$ cat config.mk
export PLATFORM = sky130hd
export DESIGN_NAME = bnn_weight_loader
export DESIGN_NICKNAME = d
export VERILOG_FILES = /design/src/rtl/bnn_pkg.sv /design/src/rtl/bnn_weight_loader.sv
export SDC_FILE = /design/constraint.sdc
export NUM_CORES = 1
export LEC_CHECK = 0
export CAP_MARGIN = 25
export CORE_MARGIN = 2
export CORE_UTILIZATION = 50
export CTS_CLUSTER_SIZE = 40
export DETAILED_ROUTE_END_ITERATION = 7
export PLACE_DENSITY_LB_ADDON = 0.15
export REMOVE_ABC_BUFFERS = 1
export SYNTH_ARGS = -nofsm -noshare
export SYNTH_HDL_FRONTEND = slang
export SYNTH_SLANG_ARGS = --single-unit
$ cat constraint.sdc
create_clock -name clk -period 2.5 [get_ports clk]
set_input_delay 0.25 -clock clk [delete_from_list [all_inputs] [get_ports clk]]
set_output_delay 0.25 -clock clk [all_outputs]
set_load 0.02 [all_outputs]
$ cat src/rtl/bnn_pkg.sv
// ---------------------------------------------------------------------------
// bnn_pkg
// Constants and types shared across the BNN core slice.
//   L1_NEURONS / L2_NEURONS : first- and second-layer neuron counts
//   NUM_NEURONS             : total entries in the weight file
//   NIBBLE_W                : width of the datapath weight-load nibble
//   loader_state_t          : weight loader sequencer states (fixed encoding)
// ---------------------------------------------------------------------------
package bnn_pkg;

  localparam int L1_NEURONS  = 8;
  localparam int L2_NEURONS  = 4;
  localparam int NUM_NEURONS = L1_NEURONS + L2_NEURONS;
  localparam int NIBBLE_W    = 4;

  typedef enum logic [2:0] {
    LD_IDLE      = 3'd0,
    LD_WAIT_BYTE = 3'd1,
    LD_SEND_LO   = 3'd2,
    LD_SEND_HI   = 3'd3,
    LD_FINISH    = 3'd4
  } loader_state_t;

endpackage

$ cat src/rtl/bnn_weight_loader.sv
// ---------------------------------------------------------------------------
// bnn_weight_loader
// Reprograms the BNN weight file from a byte-wide host stream. Each accepted
// byte is replayed to the datapath as two nibbles (low first) on consecutive
// cycles, and the neuron write pointer is mirrored for the host.
//
// Ports:
//   clk, rst_n    clock (rising edge), synchronous active-low reset
//   ena           global enable; low freezes all state
//   start, abort  session open / early close requests (one-cycle)
//   wr_valid, wr_data, wr_ready   host byte handshake
//   load_en, load_nibble          datapath nibble-serial load port
//   busy, done, err, full         session status
//   neuron_idx    next neuron to be written (clears only on reset)
//   checksum      XOR of bytes accepted this session
//                 (only with BNN_LOADER_CHECKSUM_EN defined)
// ---------------------------------------------------------------------------
module bnn_weight_loader #(
  parameter int NUM_NEURONS = bnn_pkg::NUM_NEURONS,
  parameter int IDX_W       = 5
) (
  input  logic                         clk,
  input  logic                         rst_n,
  input  logic                         ena,
  input  logic                         start,
  input  logic                         abort,
  input  logic                         wr_valid,
  input  logic [7:0]                   wr_data,
  output logic                         wr_ready,
  output logic                         load_en,
  output logic [bnn_pkg::NIBBLE_W-1:0] load_nibble,
  output logic                         busy,
  output logic                         done,
  output logic                         err,
  output logic                         full,
  output logic [IDX_W-1:0]             neuron_idx
`ifdef BNN_LOADER_CHECKSUM_EN
  ,
  output logic [7:0]                   checksum
`endif
);

  import bnn_pkg::*;

  loader_state_t         state;
  logic [NIBBLE_W-1:0]   hi_nib;      // upper half of the accepted byte
  logic                  abort_pend;  // abort seen while a byte is in flight
  logic                  load_en_q;
  logic                  done_q;
  logic                  err_q;
  logic [IDX_W-1:0]      idx_inc;
  logic                  last_neuron;

  assign idx_inc     = neuron_idx + IDX_W'(1);
  assign last_neuron = (idx_inc == IDX_W'(NUM_NEURONS));

  // Strobes are held in flops while ena is low and masked here, so a paused
  // nibble is re-presented (not lost) once ena returns.
  assign wr_ready = (state == LD_WAIT_BYTE) & ena;
  assign load_en  = load_en_q & ena;
  assign done     = done_q & ena;
  assign err      = err_q & ena;

  always_ff @(posedge clk) begin
    if (!rst_n) begin
      state       <= LD_IDLE;
      hi_nib      <= '0;
      abort_pend  <= 1'b0;
      load_en_q   <= 1'b0;
      load_nibble <= '0;
      busy        <= 1'b0;
      done_q      <= 1'b0;
      err_q       <= 1'b0;
      full        <= 1'b0;
      neuron_idx  <= '0;
`ifdef BNN_LOADER_CHECKSUM_EN
      checksum    <= '0;
`endif
    end else if (ena) begin
      load_en_q <= 1'b0;
      done_q    <= 1'b0;
      err_q     <= 1'b0;

      case (state)
        LD_IDLE: begin
          // A coincident abort is simply ignored here.
          if (start) begin
            if (full) begin
              err_q <= 1'b1;
            end else begin
              state      <= LD_WAIT_BYTE;
              busy       <= 1'b1;
              abort_pend <= 1'b0;
`ifdef BNN_LOADER_CHECKSUM_EN
              checksum   <= '0;
`endif
            end
          end
        end

        LD_WAIT_BYTE: begin
          if (wr_valid) begin
            // The host already sees this byte as taken, so an abort in the
            // same cycle is deferred until the byte has been sent.
            state       <= LD_SEND_LO;
            hi_nib      <= wr_data[7:4];
            load_en_q   <= 1'b1;
            load_nibble <= wr_data[3:0];
            abort_pend  <= abort;
`ifdef BNN_LOADER_CHECKSUM_EN
            checksum    <= checksum ^ wr_data;
`endif
          end else if (abort) begin
            state  <= LD_FINISH;
            busy   <= 1'b0;
            done_q <= 1'b1;
          end
        end

        LD_SEND_LO: begin
          state       <= LD_SEND_HI;
          load_en_q   <= 1'b1;
          load_nibble <= hi_nib;
          if (abort) begin
            abort_pend <= 1'b1;
          end
        end

        LD_SEND_HI: begin
          neuron_idx <= idx_inc;
          full       <= last_neuron;
          if (last_neuron || abort_pend || abort) begin
            state  <= LD_FINISH;
            busy   <= 1'b0;
            done_q <= 1'b1;
          end else begin
            state <= LD_WAIT_BYTE;
          end
        end

        LD_FINISH: begin
          state <= LD_IDLE;
        end

        default: begin
          state <= LD_IDLE;
        end
      endcase
    end
  end

endmodule

==> results of run 1 <==
kinds of logic after synthesis:
group | after synthesis | synth area share
simple gates | 44 | 0.261
compound gates | 26 | 0.170
flops | 22 | 0.410
buf+inv | 10 | 0.0407
mux | 8 | 0.0745
xor+xnor | 4 | 0.0326
fa+ha+maj | 1 | 0.0116
layout make-up:
class,instances,area (µm²)
flip-flops and latches,22,440
clock buffers,3,22.5
multi-input cells,83,591
repair buffers,29,288
fillers,172,619
inverters,2,7.51
well taps,27,33.8
path summary, 6_finish.rpt:
kind | from | cells after the start | slack, ns | to
max | ena | 4 | 0.42 | wr_ready
min | err_q | 2 | 0.48 | err_q
max reg2reg | state[0] | 4 | 0.82 | hi_nib[0]
min reg2reg | err_q | 2 | 0.48 | err_q
registers in the layout, indices dropped and copies added, names as in the netlist:
name	count
neuron_idx	5
hi_nib	4
load_nibble	4
state	3
abort_pend	1
busy	1
done_q	1
err_q	1
full	1
load_en_q	1
synthesized netlist by cell type (3+ instances only):
master     n  area share
a21boi_0   3       0.021
a21oi_1    6       0.028
and2_1     7       0.041
buf_2      5       0.023
clkbuf_1   3       0.010
dfxtp_1   22        0.41
mux2i_1    8       0.075
nand2_1    7       0.024
nand2b_1   6       0.035
nor2b_1    7       0.041
o21a_1     3       0.021
o21ai_0    5       0.023
xnor2_1    3       0.024
critical path: cells and delay by family:
| family | cells | cell delay, ns |
|---|---|---|
| AND/OR/NAND/NOR | 2 | 0.32 |
| buffers and inverters | 2 | 1.26 |
power groups by stage:
stage                     sequential, mW  combinational, mW  clock (mW)
after CTS                          0.369             0.0881       0.167
after detailed placement           0.377             0.0875           0
final                              0.369             0.0873       0.161
after floorplan                    0.381             0.0359           0
after global placement             0.376             0.0865           0
after global routing               0.371             0.0954       0.177
metrics by stage:
stage	cell area (µm²)	cells	hold slack, ns
after floorplan	1040	107	0.368
after global placement	1360	163	0.461
after detailed placement	1360	163	0.470
after CTS	1380	166	0.489
after global routing	1380	166	0.529
final	1380	166	0.484
metal layers:
layer	GRT usage	part of all wire	up-vias
met2	0.329	0.50	30
met1	0.215	0.45	419
met3	0.0357	0.046	2
met4	0.0405	0.0082	0
li1	-	-	450
met5	0	0	-
==> results by group, run 1 <==
Status
  – Outcome: complete, no violations

STA
  – Final Worst Setup Slack: 0.416 ns
  – Final setup violation count: 0
  – Setup TNS: 0 ns
  – Pins Over Slew Limit: 0
  – Achievable Freq: 0.480 GHz
  – Crit path time final: 2.08 ns
  – Unrepaired setup endpoints after global routing: false
  – Max_slew headroom: 0.604
  – Final hold violations: 0
  – Fin crit share: 0.834
  – Slew @ Worst Pin: 0.592 ns
  – Setup Skew: 0.00303 ns

Power and ir drop
  – Internal power: 0.466 mW
  – Psw: 0.152 mW
  – Cell Pwr Density: 447 mW/mm²
  – Sw Share: 0.246
  – Total power: 0.617 mW
  – Combinational Power Share: 0.141
  – Clk pwr share: 0.260
  – VDD IR-drop max: 0.345 mV
  – Reg power frac: 0.598
  – Standby leakage power: 0.525 nW

CTS
  – CTS Buffer Depth: 2
  – Setup Buffers After CTS: 0
  – Total CTS buffers: 3
  – CTS tree: yes
  – Clk pin slew, worst setup/hold paths: 0.12 ns
  – # clock sinks: 22
  – Clock Latency Late Sink: 0.30 ns
  – H-tree depth: 1
  – CTS root buf: clkbuf_4
  – Post_cts resized: 0
  – CTS Hold Buffers Added: 0

Yosys
  – Sequential share of the synthesized area: 0.410
  – Count of cell types in the netlist: 37
  – Async set-reset flop share out of synthesis: 0
  – FF+latch count, synth: 22
  – Ys Warns: 0
  – Post-Syn Area per Cell: 9.35 µm²
  – Number of flops mapped to enable cells by yosys: 0
  – Syn Inst Count: 115
  – Synth Flop Type: dfxtp_1
  – Post-Syn Area: 0.00107 mm²

Detailed routing
  – 1st-iter DRT viols: 8
  – Routed Antenna Nets: 0
  – DRT Pass-1 Iters: 5
  – WL/cell: 12.4 µm
  – Vias per inst: 5.43
  – DRC violations left: 0
  – WL final: 2.06 mm
  – Via count: 901

GRT
  – Largest net degree at the start of global routing: 23
  – First-pass GRT wire length: 3.57 mm
  – GRT Overall Usage: 0.180
  – Number of global-route vias before repair: 837
  – Remaining Overflow, GRT: 0
  – Initial antenna violation count: 0

Critical path
  – Slowest cell on the critical path: clkdlybuf4s50_1
  – Largest stage delay on the critical path: 0.63 ns
  – WS Path Type: input pin to output pin
  – CP most frequent cell: clkdlybuf4s50_1
  – WP data required: 2.25 ns
  – Arrival time worst endpoint: 1.83 ns
  – Crit path launch type: input pin
  – Setup crit end kind: output pin
  – Critical Path, Cell by Cell: clkdlybuf4s50_1 > nand2_1 > nor3_1 > clkdlybuf4s50_1
  – Worst-path maximum fanout: 8

Floorplan
  – Cell Rows: 16
  – Top Ports: 29
  – Die X: 50.4 µm
  – Core area: 0.00200 mm²
  – Die area: 0.00254 mm²
  – Initial Util: 0.537
  – Die height: 50.4 µm

Final layout
  – Fraction of layout instances using a drive strength above 1: 0.0791
  – Commonest non-fill, non-tap cell in the layout: clkdlybuf4s50_1
  – Commonest cells after routing, fill and taps aside: clkdlybuf4s50_1 (28), dfxtp_1 (22), mux2i_1 (8)
  – Finished Core Util: 0.691
  – Number of diodes: 0
  – Final #Nets: 156
  – Area delta synth->final: 28.6%

Place
  – GPL Wtd Cong: 0.842
  – Post-DP HPWL: 1.52 mm
  – DP Worst Slack: 0.434 ns
  – Port buffer count: 28

Hold path
  – Hold WC Path Type: flip-flop to flip-flop

Run
  – Max-Cap Viols: 0
(Power assumes the default switching activity.)
==> run 2: changes to the inputs <==
--- a/config.mk
+++ b/config.mk
@@ -7,7 +7,7 @@
 export LEC_CHECK = 0
 export CAP_MARGIN = 25
 export CORE_MARGIN = 2
-export CORE_UTILIZATION = 50
+export CORE_UTILIZATION = 47
 export CTS_CLUSTER_SIZE = 40
 export DETAILED_ROUTE_END_ITERATION = 7
 export PLACE_DENSITY_LB_ADDON = 0.15
==> constraint.sdc (replaced) <==
create_clock -name clk -period 2.05 [get_ports clk]
set_input_delay 0.205 -clock clk [delete_from_list [all_inputs] [get_ports clk]]
set_output_delay 0.205 -clock clk [all_outputs]
set_load 0.02 [all_outputs]
==> results by group, run 2 (same netlist as run 1, synthesis figures left out) <==
CTS
  – H-tree depth: 1 (unchanged)
  – Post_cts resized: 0 (unchanged)
  – Clk pin slew, worst setup/hold paths: 0.13 ns (was 0.12 ns)
  – Setup Buffers After CTS: 0 (unchanged)
  – Total CTS buffers: 3 (unchanged)
  – CTS Hold Buffers Added: 0 (unchanged)
  – # clock sinks: 22 (unchanged)
  – Clock Latency Late Sink: 0.30 ns (about the same)
  – CTS Buffer Depth: 2 (unchanged)
  – CTS tree: yes (unchanged)
  – CTS root buf: clkbuf_4 (unchanged)

Detailed routing
  – Via count: 898 (was 901)
  – 1st-iter DRT viols: 15 (was 8)
  – Routed Antenna Nets: 0 (unchanged)
  – WL final: 2.18 mm (was 2.06 mm)
  – DRT Pass-1 Iters: 2 (was 5)
  – Vias per inst: 5.31 (was 5.43)
  – DRC violations left: 0 (unchanged)
  – WL/cell: 12.9 µm (was 12.4 µm)

STA
  – Final setup violation count: 0 (unchanged)
  – Crit path time final: 1.86 ns
  – Max_slew headroom: 0.558 (was 0.604)
  – Unrepaired setup endpoints after global routing: false (unchanged)
  – Final hold violations: 0 (unchanged)
  – Achievable Freq: 0.536 GHz
  – Fin crit share: 0.909
  – Setup TNS: 0 ns (unchanged)
  – Setup Skew: 0.00904 ns (was 0.00303 ns)
  – Slew @ Worst Pin: 0.662 ns (was 0.592 ns)
  – Pins Over Slew Limit: 0 (unchanged)

Final layout
  – Commonest non-fill, non-tap cell in the layout: clkdlybuf4s50_1 (unchanged)
  – Number of diodes: 0 (unchanged)
  – Largest Register: neuron_idx (unchanged)
  – Commonest cells after routing, fill and taps aside: clkdlybuf4s50_1 (28), dfxtp_1 (22), mux2i_1 (8) (unchanged)
  – Area delta synth->final: 32.2% (was 28.6%)
  – Biggest regs: neuron_idx x5, hi_nib x4, load_nibble x4 (unchanged)
  – Final #Nets: 157 (was 156)
  – Fraction of layout instances using a drive strength above 1: 0.0922 (was 0.0791)
  – Max reg flops: 5 (unchanged)
  – Non-Filler Instances: 169 (was 166)

Run
  – Max-Cap Viols: 0 (unchanged)

Floorplan
  – Top Ports: 29 (unchanged)
  – Initial Util: 0.491 (was 0.537)
  – Die height: 51.8 µm (was 50.4 µm)
  – Core area: 0.00219 mm² (was 0.00200 mm²)
  – Die X: 51.8 µm (was 50.4 µm)
  – Cell Rows: 17 (was 16)
  – Die area: 0.00269 mm² (was 0.00254 mm²)

Critical path
  – RR Startpoint: neuron_idx[0] (was state[0])
  – Arrival time worst endpoint: 1.66 ns (was 1.83 ns)
  – WS Path Type: input pin to output pin (unchanged)
  – Reg2reg end: busy (was hi_nib[0])
  – Worst-case reg-to-reg path depth: 5 (was 4)
  – Setup crit end kind: output pin (unchanged)
  – WP data required: 1.85 ns (was 2.25 ns)
  – Worst-path maximum fanout: 11 (was 8)
  – Crit path launch type: input pin (unchanged)
  – R2R setup slack: 0.42 ns (was 0.82 ns)

Place
  – GPL Wtd Cong: 0.803 (was 0.842)
  – Port buffer count: 28 (unchanged)
  – Post-DP HPWL: 1.57 mm (was 1.52 mm)
  – Dpl cells: 165 (was 163)

GRT
  – Number of global-route vias before repair: 835 (was 837)
  – First-pass GRT wire length: 3.69 mm (was 3.57 mm)
  – Largest net degree at the start of global routing: 23 (unchanged)
  – Remaining Overflow, GRT: 0 (unchanged)
  – GRT Overall Usage: 0.187 (was 0.180)
  – Initial antenna violation count: 0 (unchanged)

Hold path
  – Worst Hold Path Cells: 2 (unchanged)
  – Min-Delay Startpoint: done_q (was err_q)
  – Hold WC Path Type: flip-flop to flip-flop (unchanged)
  – Hold Path Sink: done_q (was err_q)

Power and ir drop
  – Cell Pwr Density: 625 mW/mm² (was 447 mW/mm²)
  – Standby leakage power: 0.545 nW (was 0.525 nW)
  – VDD IR-drop max: 0.710 mV (was 0.345 mV)

Status
  – Outcome: complete, no violations (unchanged)
## run 2: metrics by stage
step / hold WS, ns / total power [mW] / utilization / cell area, µm² / setup WS, ns
6_report: 0.495 / 0.888 / 0.649 / 1420 / 0.186
5_1_grt: 0.510 / 0.933 / 0.649 / 1420 / 0.135
4_1_cts: 0.493 / 0.897 / 0.649 / 1420 / 0.179
3_5_place_dp: 0.478 / 0.570 / 0.625 / 1370 / 0.163
3_3_place_gp: 0.459 / 0.568 / 0.625 / 1370 / 0.225
2_1_floorplan: 0.323 / 0.508 / - / 1040 / 0.405
## run 2: how the worst max path moves through the flow
stage                  startpoint        endpoint  slack, ns
floorplan           neuron_idx[0]            busy       0.41
global placement              ena  load_nibble[3]       0.23
detailed placement            ena  load_nibble[3]       0.16
CTS                           ena            done       0.18
global route                  ena            done       0.13
finish                        ena            done       0.19
## run 2: power by group
group | switching [mW] | internal [mW] | total [mW]
logic | 0.0512 | 0.0627 | 0.114
registers | 0.00772 | 0.439 | 0.447
clock network | 0.130 | 0.198 | 0.328
total | 0.189 | 0.699 | 0.888
## run 2: metal layers
layer / GRT usage / vias up / share of wire
met4: 0.105 / 0 / 0.019
li1: - / 457 / -
met1: 0.229 / 418 / 0.49
met3: 0.0345 / 4 / 0.035
met5: 0 / - / 0
met2: 0.306 / 19 / 0.46
## run 2: area by class of cell
class / instances / area [µm²]
multi-input combinational: 83 / 591
fill: 179 / 769
tap: 28 / 35.0
sequential: 22 / 440
clock inverter: 1 / 30.0
inverter: 2 / 7.51
timing repair buffer: 30 / 295
clock buffer: 3 / 22.5
## run 2: worst max-delay path: stages
cell             delay (ns)
clkdlybuf4s50_1        0.53
buf_4                  0.19
and2_1                 0.13
clkdlybuf4s50_1        0.59
